## src/rtl/security_arm_sequencer_if.sv

```systemverilog
// rtl/security_arm_sequencer_if.sv - keypad/sensor inputs and status outputs of the arm sequencer
interface security_arm_sequencer_if;
    logic       arm_req;
    logic       disarm_req;
    logic       motion_sensor;
    logic       door_sensor;
    logic       manual_override;
    logic [2:0] state;
    logic       armed;
    logic       warn_beep;
    logic       siren;
    logic       alarm_latched;
    logic       arm_fail;
    logic [7:0] alarm_count;

    modport master (
        output arm_req, disarm_req, motion_sensor, door_sensor, manual_override,
        input  state, armed, warn_beep, siren, alarm_latched, arm_fail, alarm_count
    );

    modport slave (
        input  arm_req, disarm_req, motion_sensor, door_sensor, manual_override,
        output state, armed, warn_beep, siren, alarm_latched, arm_fail, alarm_count
    );
endinterface

```

## src/rtl/security_arm_sequencer.sv

```systemverilog
// rtl/security_arm_sequencer.sv - exit/entry delay arming FSM with timed siren; SECURITY_ALARM_LOG_EN enables alarm_count
module security_arm_sequencer #(
    parameter int EXIT_DELAY  = 8,
    parameter int ENTRY_DELAY = 4,
    parameter int ALARM_TIME  = 6
) (
    input  logic                           clk,
    input  logic                           rst,
    security_arm_sequencer_if.slave        bus
);
    localparam int MAX_ED    = (EXIT_DELAY > ENTRY_DELAY) ? EXIT_DELAY : ENTRY_DELAY;
    localparam int MAX_DELAY = (MAX_ED > ALARM_TIME) ? MAX_ED : ALARM_TIME;
    localparam int TW        = (MAX_DELAY > 1) ? $clog2(MAX_DELAY) : 1;

    localparam logic [TW-1:0] EXIT_LOAD  = TW'(EXIT_DELAY - 1);
    localparam logic [TW-1:0] ENTRY_LOAD = TW'(ENTRY_DELAY - 1);
    localparam logic [TW-1:0] ALARM_LOAD = TW'(ALARM_TIME - 1);

    typedef enum logic [2:0] {
        S_DISARMED = 3'd0,
        S_EXIT     = 3'd1,
        S_ARMED    = 3'd2,
        S_ENTRY    = 3'd3,
        S_ALARM    = 3'd4
    } state_t;

    state_t        st;
    logic [TW-1:0] timer;
    logic          alarm_latched_q;
    logic          arm_fail_q;

    // Timed states load DELAY-1 on entry and leave on the edge that sees zero.
    always_ff @(posedge clk) begin
        if (!rst) begin
            st              <= S_DISARMED;
            timer           <= '0;
            alarm_latched_q <= 1'b0;
            arm_fail_q      <= 1'b0;
        end else begin
            arm_fail_q <= 1'b0;
            if (bus.manual_override) begin
                st              <= S_DISARMED;
                timer           <= '0;
                alarm_latched_q <= 1'b0;
            end else begin
                case (st)
                    S_DISARMED: begin
                        if (!bus.disarm_req && bus.arm_req) begin
                            if (bus.door_sensor) begin
                                arm_fail_q <= 1'b1;
                            end else begin
                                st    <= S_EXIT;
                                timer <= EXIT_LOAD;
                            end
                        end
                    end
                    S_EXIT: begin
                        if (bus.disarm_req) begin
                            st              <= S_DISARMED;
                            timer           <= '0;
                            alarm_latched_q <= 1'b0;
                        end else if (timer == '0) begin
                            st <= S_ARMED;
                        end else begin
                            timer <= timer - TW'(1);
                        end
                    end
                    S_ARMED: begin
                        if (bus.disarm_req) begin
                            st              <= S_DISARMED;
                            timer           <= '0;
                            alarm_latched_q <= 1'b0;
                        end else if (bus.motion_sensor) begin
                            st              <= S_ALARM;
                            timer           <= ALARM_LOAD;
                            alarm_latched_q <= 1'b1;
                        end else if (bus.door_sensor) begin
                            st    <= S_ENTRY;
                            timer <= ENTRY_LOAD;
                        end
                    end
                    S_ENTRY: begin
                        if (bus.disarm_req) begin
                            st              <= S_DISARMED;
                            timer           <= '0;
                            alarm_latched_q <= 1'b0;
                        end else if (timer == '0) begin
                            st              <= S_ALARM;
                            timer           <= ALARM_LOAD;
                            alarm_latched_q <= 1'b1;
                        end else begin
                            timer <= timer - TW'(1);
                        end
                    end
                    S_ALARM: begin
                        if (bus.disarm_req) begin
                            st              <= S_DISARMED;
                            timer           <= '0;
                            alarm_latched_q <= 1'b0;
                        end else if (timer == '0) begin
                            st <= S_ARMED;
                        end else begin
                            timer <= timer - TW'(1);
                        end
                    end
                    default: begin
                        st              <= S_DISARMED;
                        timer           <= '0;
                        alarm_latched_q <= 1'b0;
                    end
                endcase
            end
        end
    end

    assign bus.state         = st;
    assign bus.armed         = (st == S_ARMED) || (st == S_ENTRY) || (st == S_ALARM);
    assign bus.warn_beep     = (st == S_EXIT) || (st == S_ENTRY);
    assign bus.siren         = (st == S_ALARM);
    assign bus.alarm_latched = alarm_latched_q;
    assign bus.arm_fail      = arm_fail_q;

`ifdef SECURITY_ALARM_LOG_EN
    logic       enter_alarm;
    logic [7:0] alarm_count_q;

    // Mirrors the two FSM paths into ALARM, after override/disarm priority.
    assign enter_alarm = !bus.manual_override && !bus.disarm_req &&
                         (((st == S_ARMED) && bus.motion_sensor) ||
                          ((st == S_ENTRY) && (timer == '0)));

    always_ff @(posedge clk) begin
        if (!rst) begin
            alarm_count_q <= 8'd0;
        end else if (enter_alarm && (alarm_count_q != 8'hFF)) begin
            alarm_count_q <= alarm_count_q + 8'd1;
        end
    end

    assign bus.alarm_count = alarm_count_q;
`else
    assign bus.alarm_count = 8'd0;
`endif
endmodule

```

## src/flat_wrapper.sv

```systemverilog
// flat-port wrapper written by rule: the top's interface ports become plain ports
module security_arm_sequencer_flat 
#(
    parameter int EXIT_DELAY  = 8,
    parameter int ENTRY_DELAY = 4,
    parameter int ALARM_TIME  = 6
)
  (clk, rst, bus_arm_req, bus_disarm_req, bus_motion_sensor, bus_door_sensor, bus_manual_override, bus_state, bus_armed, bus_warn_beep, bus_siren, bus_alarm_latched, bus_arm_fail, bus_alarm_count);
  security_arm_sequencer_if bus_i ();
  input  logic clk;
  input  logic rst;
  input wire logic [$bits(bus_i.arm_req)-1:0] bus_arm_req;
  input wire logic [$bits(bus_i.disarm_req)-1:0] bus_disarm_req;
  input wire logic [$bits(bus_i.motion_sensor)-1:0] bus_motion_sensor;
  input wire logic [$bits(bus_i.door_sensor)-1:0] bus_door_sensor;
  input wire logic [$bits(bus_i.manual_override)-1:0] bus_manual_override;
  output wire logic [$bits(bus_i.state)-1:0] bus_state;
  output wire logic [$bits(bus_i.armed)-1:0] bus_armed;
  output wire logic [$bits(bus_i.warn_beep)-1:0] bus_warn_beep;
  output wire logic [$bits(bus_i.siren)-1:0] bus_siren;
  output wire logic [$bits(bus_i.alarm_latched)-1:0] bus_alarm_latched;
  output wire logic [$bits(bus_i.arm_fail)-1:0] bus_arm_fail;
  output wire logic [$bits(bus_i.alarm_count)-1:0] bus_alarm_count;
  assign bus_i.arm_req = bus_arm_req;
  assign bus_i.disarm_req = bus_disarm_req;
  assign bus_i.motion_sensor = bus_motion_sensor;
  assign bus_i.door_sensor = bus_door_sensor;
  assign bus_i.manual_override = bus_manual_override;
  assign bus_state = bus_i.state;
  assign bus_armed = bus_i.armed;
  assign bus_warn_beep = bus_i.warn_beep;
  assign bus_siren = bus_i.siren;
  assign bus_alarm_latched = bus_i.alarm_latched;
  assign bus_arm_fail = bus_i.arm_fail;
  assign bus_alarm_count = bus_i.alarm_count;
  security_arm_sequencer #(.EXIT_DELAY(EXIT_DELAY), .ENTRY_DELAY(ENTRY_DELAY), .ALARM_TIME(ALARM_TIME)) u_core (.clk(clk), .rst(rst), .bus(bus_i));
endmodule
```

## config.mk

```make
export PLATFORM = sky130hd
export DESIGN_NAME = security_arm_sequencer_flat
export DESIGN_NICKNAME = d
export VERILOG_FILES = /design/src/rtl/security_arm_sequencer_if.sv /design/src/rtl/security_arm_sequencer.sv /design/src/flat_wrapper.sv
export SDC_FILE = /design/constraint.sdc
export NUM_CORES = 1
export LEC_CHECK = 0
export CORE_AREA = 2 2 41 43
export CTS_CLUSTER_SIZE = 28
export DETAILED_ROUTE_END_ITERATION = 8
export DIE_AREA = 0 0 43 45
export PLACE_DENSITY = 0.8
export SLEW_MARGIN = 20
export SYNTH_ARGS = -nofsm -noshare
export SYNTH_HDL_FRONTEND = slang
export SYNTH_SLANG_ARGS = --single-unit
```

## constraint.sdc

```tcl
create_clock -name clk -period 2.6 [get_ports clk]
set_input_delay 0.65 -clock clk [delete_from_list [all_inputs] [get_ports clk]]
set_output_delay 0.65 -clock clk [all_outputs]
set_load 0.01 [all_outputs]
```

# After elaboration in Yosys (flattened, before gate mapping)

Index checks and enable logic that the tools add are counted.

Bits in registers: 8
Input port bits: 7
Output and inout bits: 16

Reduce and logical (&&, ||, !) cells: 13
Muxes and demuxes: 26
Equality and inequality tests: 12
Bitwise gates (word level): 3
Add/subtract/negate cells: 1

Operators with widths:

| kind                | count |
|---|---|
| $mux 3              | 17 |
| $pmux 3 s4          | 2 |
| $reduce_and 4->1    | 2 |
| $eq 3x2->1 const B  | 2 |
| $logic_not 3->1     | 2 |
| $mux 1              | 6 |
| $ne 3x3->1 const B  | 2 |
| $reduce_and 5->1    | 1 |
| $ne 2x1->1 const B  | 2 |
| $ne 4x4->1 const B  | 1 |
| $pmux 1 s4          | 1 |
| $reduce_or 2->1     | 2 |
| $reduce_or 4->1     | 1 |
| $eq 3x1->1 const B  | 1 |
| $eq 3x3->1 const B  | 1 |
| $logic_or 1x1->1    | 3 |
| $ne 3x1->1 const B  | 1 |
| $ne 3x2->1 const B  | 1 |
| $not 1->1           | 3 |
| $sub 3x1->3 const B | 1 |
| $ne 2x2->1 const B  | 1 |
| $logic_and 1x1->1   | 1 |
| $logic_not 1->1     | 1 |

# Logic depth before layout (Yosys ltp)

Depth in word-level cells: 4
Mapped depth: 7
Gate-level depth less buffers: 7

# Worst setup path before layout

No wires, ideal clock.

Path kind: input to register
Start point: input port bus_disarm_req
End point: register u_core.timer[1]
Path buffers: 0
Stages on the path: 4
Setup slack: 0.796 ns
Arrival: 1.687 ns
Setup time: 0.117 ns
Path through: or4b_1 > nand4_1 > nand2_1 > a32o_1

Longest elaborated chain between the ends: 4
Elaborated cells on any way between the ends: 10
Those cells by class: eq/ne (3); mux (4); reduce/logical (3)

RTL lines:

| item                       | line                          | RTL |
|---|---|---|
| from (decl)                | flat_wrapper.sv:13            | `input wire logic [$bits(bus_i.disarm_req)-1:0] bus_disarm_req;` |
| $logic_not 1->1            | security_arm_sequencer.sv:48  | `if (!bus.disarm_req && bus.arm_req) begin` |
| $logic_and 1x1->1          | security_arm_sequencer.sv:48  |  |
| $ne 2x1->1 (no line)       | n/a                           |  |
| $reduce_and 4->1 (no line) | n/a                           |  |
| to (signal assigned)       | security_arm_sequencer.sv:65  | `timer <= timer - TW'(1);` |
| to (signal assigned)       | security_arm_sequencer.sv:92  | `timer <= timer - TW'(1);` |
| to (signal assigned)       | security_arm_sequencer.sv:103 | `timer <= timer - TW'(1);` |
| to (decl)                  | security_arm_sequencer.sv:28  | `logic [TW-1:0] timer;` |

Several ways; a longest one is shown, not always the timed one.
A chain may end at the register's enable or synchronous reset.

# Final worst setup path

Start point: register u_core.st[0] (netlist: u_core.bus.state[0])
End point: output port bus_warn_beep

Longest elaborated chain between the ends: 2
Elaborated cells on any way between the ends: 3
Those cells by class: eq/ne (2); reduce/logical (1)

RTL lines:

| item                                     | line                          | RTL |
|---|---|---|
| from (decl)                              | security_arm_sequencer.sv:27  | `state_t st;` |
| from (signal assigned)                   | security_arm_sequencer.sv:35  | `st <= S_DISARMED;` |
| from (signal assigned)                   | security_arm_sequencer.sv:42  | `st <= S_DISARMED;` |
| from (signal assigned)                   | security_arm_sequencer.sv:52  | `st <= S_EXIT;` |
| $eq 3x1->1 or $eq 3x2->1 (tied branches) | security_arm_sequencer.sv:118 | `assign bus.warn_beep = (st == S_EXIT) \|\| (st == S_ENTRY);` |
| $logic_or 1x1->1 (*)                     | security_arm_sequencer.sv:118 |  |
| to (decl)                                | flat_wrapper.sv:19            | `output wire logic [$bits(bus_i.warn_beep)-1:0] bus_warn_beep;` |

Mark *: on every way between the ends. The rest lies on a longest branch, timed or not.

==> impl_metrics.yaml <==
hold_path:
  hp-class: "reg -> reg"
synth:
  synth.distinct_cells: 38
  synth.area.mux_share_pct: 1.495
  synthAdderAreaFrac_pct: 3.738
  ys_warn_count: 0
  syn-instance-count: 87
  ys_seq_area_share_pct: 23.93
  synth-seq-cells: 8
  syn_avg_cell_area_sq_um: 7.694
  syn-cell-area_sq_um: 669.4
  synth_top_family_by_area: "simple AND/OR/NAND/NOR gates"
  synth-xor-area-share_pct: 0
  synth_compound_area_share_pct: 26.17
  yosys.area_share.simple_pct: 28.79
critical_path:
  required_ns: 1.95
  path_max_fanout: 10
  critPathCaptureType: "output port"
  start_kind: "register"
  worstSetupPathType: "reg -> out"
  crit_arrival_ns: 1.82
final_layout:
  final_nets: 113
  area_delta_synth_final_pct: 22.06
  drive_gt1_share_pct: 11.76
  antenna_cells: 0
cts:
  cts_hold_buffers: 0
  h-tree-depth: 1
  ctsResizeCount: 0
  cts.clk_slew.worst_paths_ns: 0.05
  cts_setup_buffers: 0
  ctsLongestPathBuffers: 2
  clockRootBuffer: "clkbuf_4"
  cts_buffers: 3
  numClockSinks: 8
  cts_tree: "yes"
  clock_latency_ns: 0.26
outcome:
  status: "complete, no violations"
global_route:
  grt_start_max_net_pins: 16
  grt_pass1_wl_um: 2718
  overflow: 0
  grt_pass1_vias: 620
  antenna_found_initial: 0
  grt_usage_pct: 18.91
placement:
  gp_congestion: 0.8683
  pre_cts_ws_ns: 0.2115
  portBuffers: 14
  hpwl_um: 1211
sta:
  period_needed_ns: 2.469
  fin_skew_ns: 0.006328
  fin_crit_sh_pct: 94.98
  rsz0062_at_grt: "false"
  slew_viol_final: 0
  fmax_ghz: 0.4050
  fin_ws_ns: 0.1306
  setup-violations-final: 0
  hold_violations: 0
  fin_tns_setup_ns: 0
routing:
  drt_iter0_drc: 12
  drc: 0
  drt-pass1-iter-count: 4
  ant_nets: 0
  vias_per_cell: 5.839
  num_vias: 689
  wl_per_cell_um: 13.54
  totalWireLength_um: 1598
pwr:
  p_int_uw: 199.7
  comb_power_share_pct: 18.0
  leakage_uw: 0.0003043
  p_seq_share_pct: 45.9
  swShare_pct: 27.73
  p_sw_uw: 76.62
  cellPowerDensity_nw_per_um2: 338.1
  power.share.clock_pct: 36.1
  peakVddDrop_mv: 0.1487
floorplanning:
  core_sq_um: 1471
  die_area_sq_um: 1935
  ios: 23
  die_w_um: 43
  start_util_pct: 45.49
  core.rowCount: 14
  die_h_um: 45
flow_run:
  maxCapViolations: 0
power by group through the flow:
stage          clock network (uW)  logic [uW]  registers [uW]
2_1_floorplan                   0        38.7             129
3_3_place_gp                    0        47.4             129
3_5_place_dp                    0        48.7             130
4_1_cts                       102        49.0             127
5_1_grt                       108        55.1             127
6_report                     99.7        49.7             127
cell usage in the layout, fill, tap and decap left out, types with 2 or more instances in the layout:
master / netlist / final
clkdlybuf4s50_1: 0 / 14
conb_1: 1 / 8
dfxtp_1: 8 / 8
nand2_1: 7 / 7
a21oi_1: 7 / 7
o21ai_0: 6 / 6
inv_1: 5 / 5
nor2_1: 5 / 5
nor2b_1: 4 / 4
nor3_1: 3 / 3
clkbuf_4: 0 / 3
buf_4: 10 / 3
nand4_1: 2 / 2
and2b_1: 2 / 2
ha_1: 2 / 2
area by class of cell:
cell class                 instances  area (sq um)
clock buffer                       3         22.52
fill                             135         654.4
inverter                           5         18.77
multi-input combinational         69         432.9
sequential                         8         160.2
tap                               16         20.02
timing repair buffer              17         162.7
critical path: stages (launching register included):
cell and delay (ns):
dfxtp_1 0.51, nor2b_1 0.44, clkdlybuf4s50_1 0.62
per-layer routing:
layer  part of all wire, %  wire (um)  GRT usage, %
met5                     0          0             0
met4                   2.5         40         12.73
met2                    51        821         33.94
met3                   5.7         91         1.200
met1                    40        644         21.71
cells in the mapped netlist (all sizes together):
master / instances / share of area, %
o31ai: 2 / 3.0
and3: 1 / 0.94
a32o: 1 / 1.5
nor4b: 1 / 1.3
a311oi: 1 / 1.3
nor2b: 4 / 3.7
buf: 11 / 12
dfxtp: 8 / 24
a21oi: 8 / 6.5
ha: 2 / 3.7
a211o: 1 / 1.3
conb: 1 / 0.56
a2111oi: 1 / 1.3
nand4: 2 / 1.9
mux2i: 1 / 1.5
or4b: 1 / 1.5
inv: 5 / 2.8
and4: 1 / 1.3
nor3: 3 / 2.2
o21bai: 1 / 1.1
a211oi: 1 / 1.1
o22ai: 1 / 0.94
o21ai: 7 / 5.2
nand2b: 1 / 0.94
and2: 1 / 1.3
nand2: 7 / 3.9
or4: 2 / 2.8
and2b: 2 / 2.2
a21bo: 1 / 1.5
nor2: 5 / 2.8
o41ai: 1 / 1.3
clkbuf: 1 / 0.56
nor3b: 1 / 1.9
registers in the layout, indices dropped and copies added (netlist names):
signal                    count
u_core.bus.state              3
u_core.timer                  3
u_core.bus.alarm_latched      1
u_core.bus.arm_fail           1
cells by family after synthesis:
| group | Yosys count |
|---|---|
| simple gates | 32 |
| mux | 1 |
| flops | 8 |
| buf+inv | 17 |
| other cells | 1 |
| compound gates | 26 |
| fa+ha+maj | 2 |
per-stage QoR:
step	cells	hold slack [ns]	power, uW	instance area [sq um]	util (%)
2_1_floorplan	94	0.4689	167.5	695.7	-
3_3_place_gp	115	0.4558	176.8	794.5	54.00
3_5_place_dp	115	0.4550	178.2	794.5	54.00
4_1_cts	118	0.4686	277.7	817.0	55.53
5_1_grt	118	0.4969	290.1	817.0	55.53
6_report	118	0.4660	276.3	817.0	55.53
final timing paths:
path | start | end | slack, ns | depth (start not counted)
max | u_core.bus.state[0] | bus_warn_beep | 0.13 | 2
min | u_core.bus.alarm_latched | u_core.bus.alarm_latched | 0.47 | 2
max reg2reg | u_core.timer[0] | u_core.bus.alarm_latched | 0.72 | 7
min reg2reg | u_core.bus.alarm_latched | u_core.bus.alarm_latched | 0.47 | 2
Note: power is estimated with default switching activity, not from simulation.
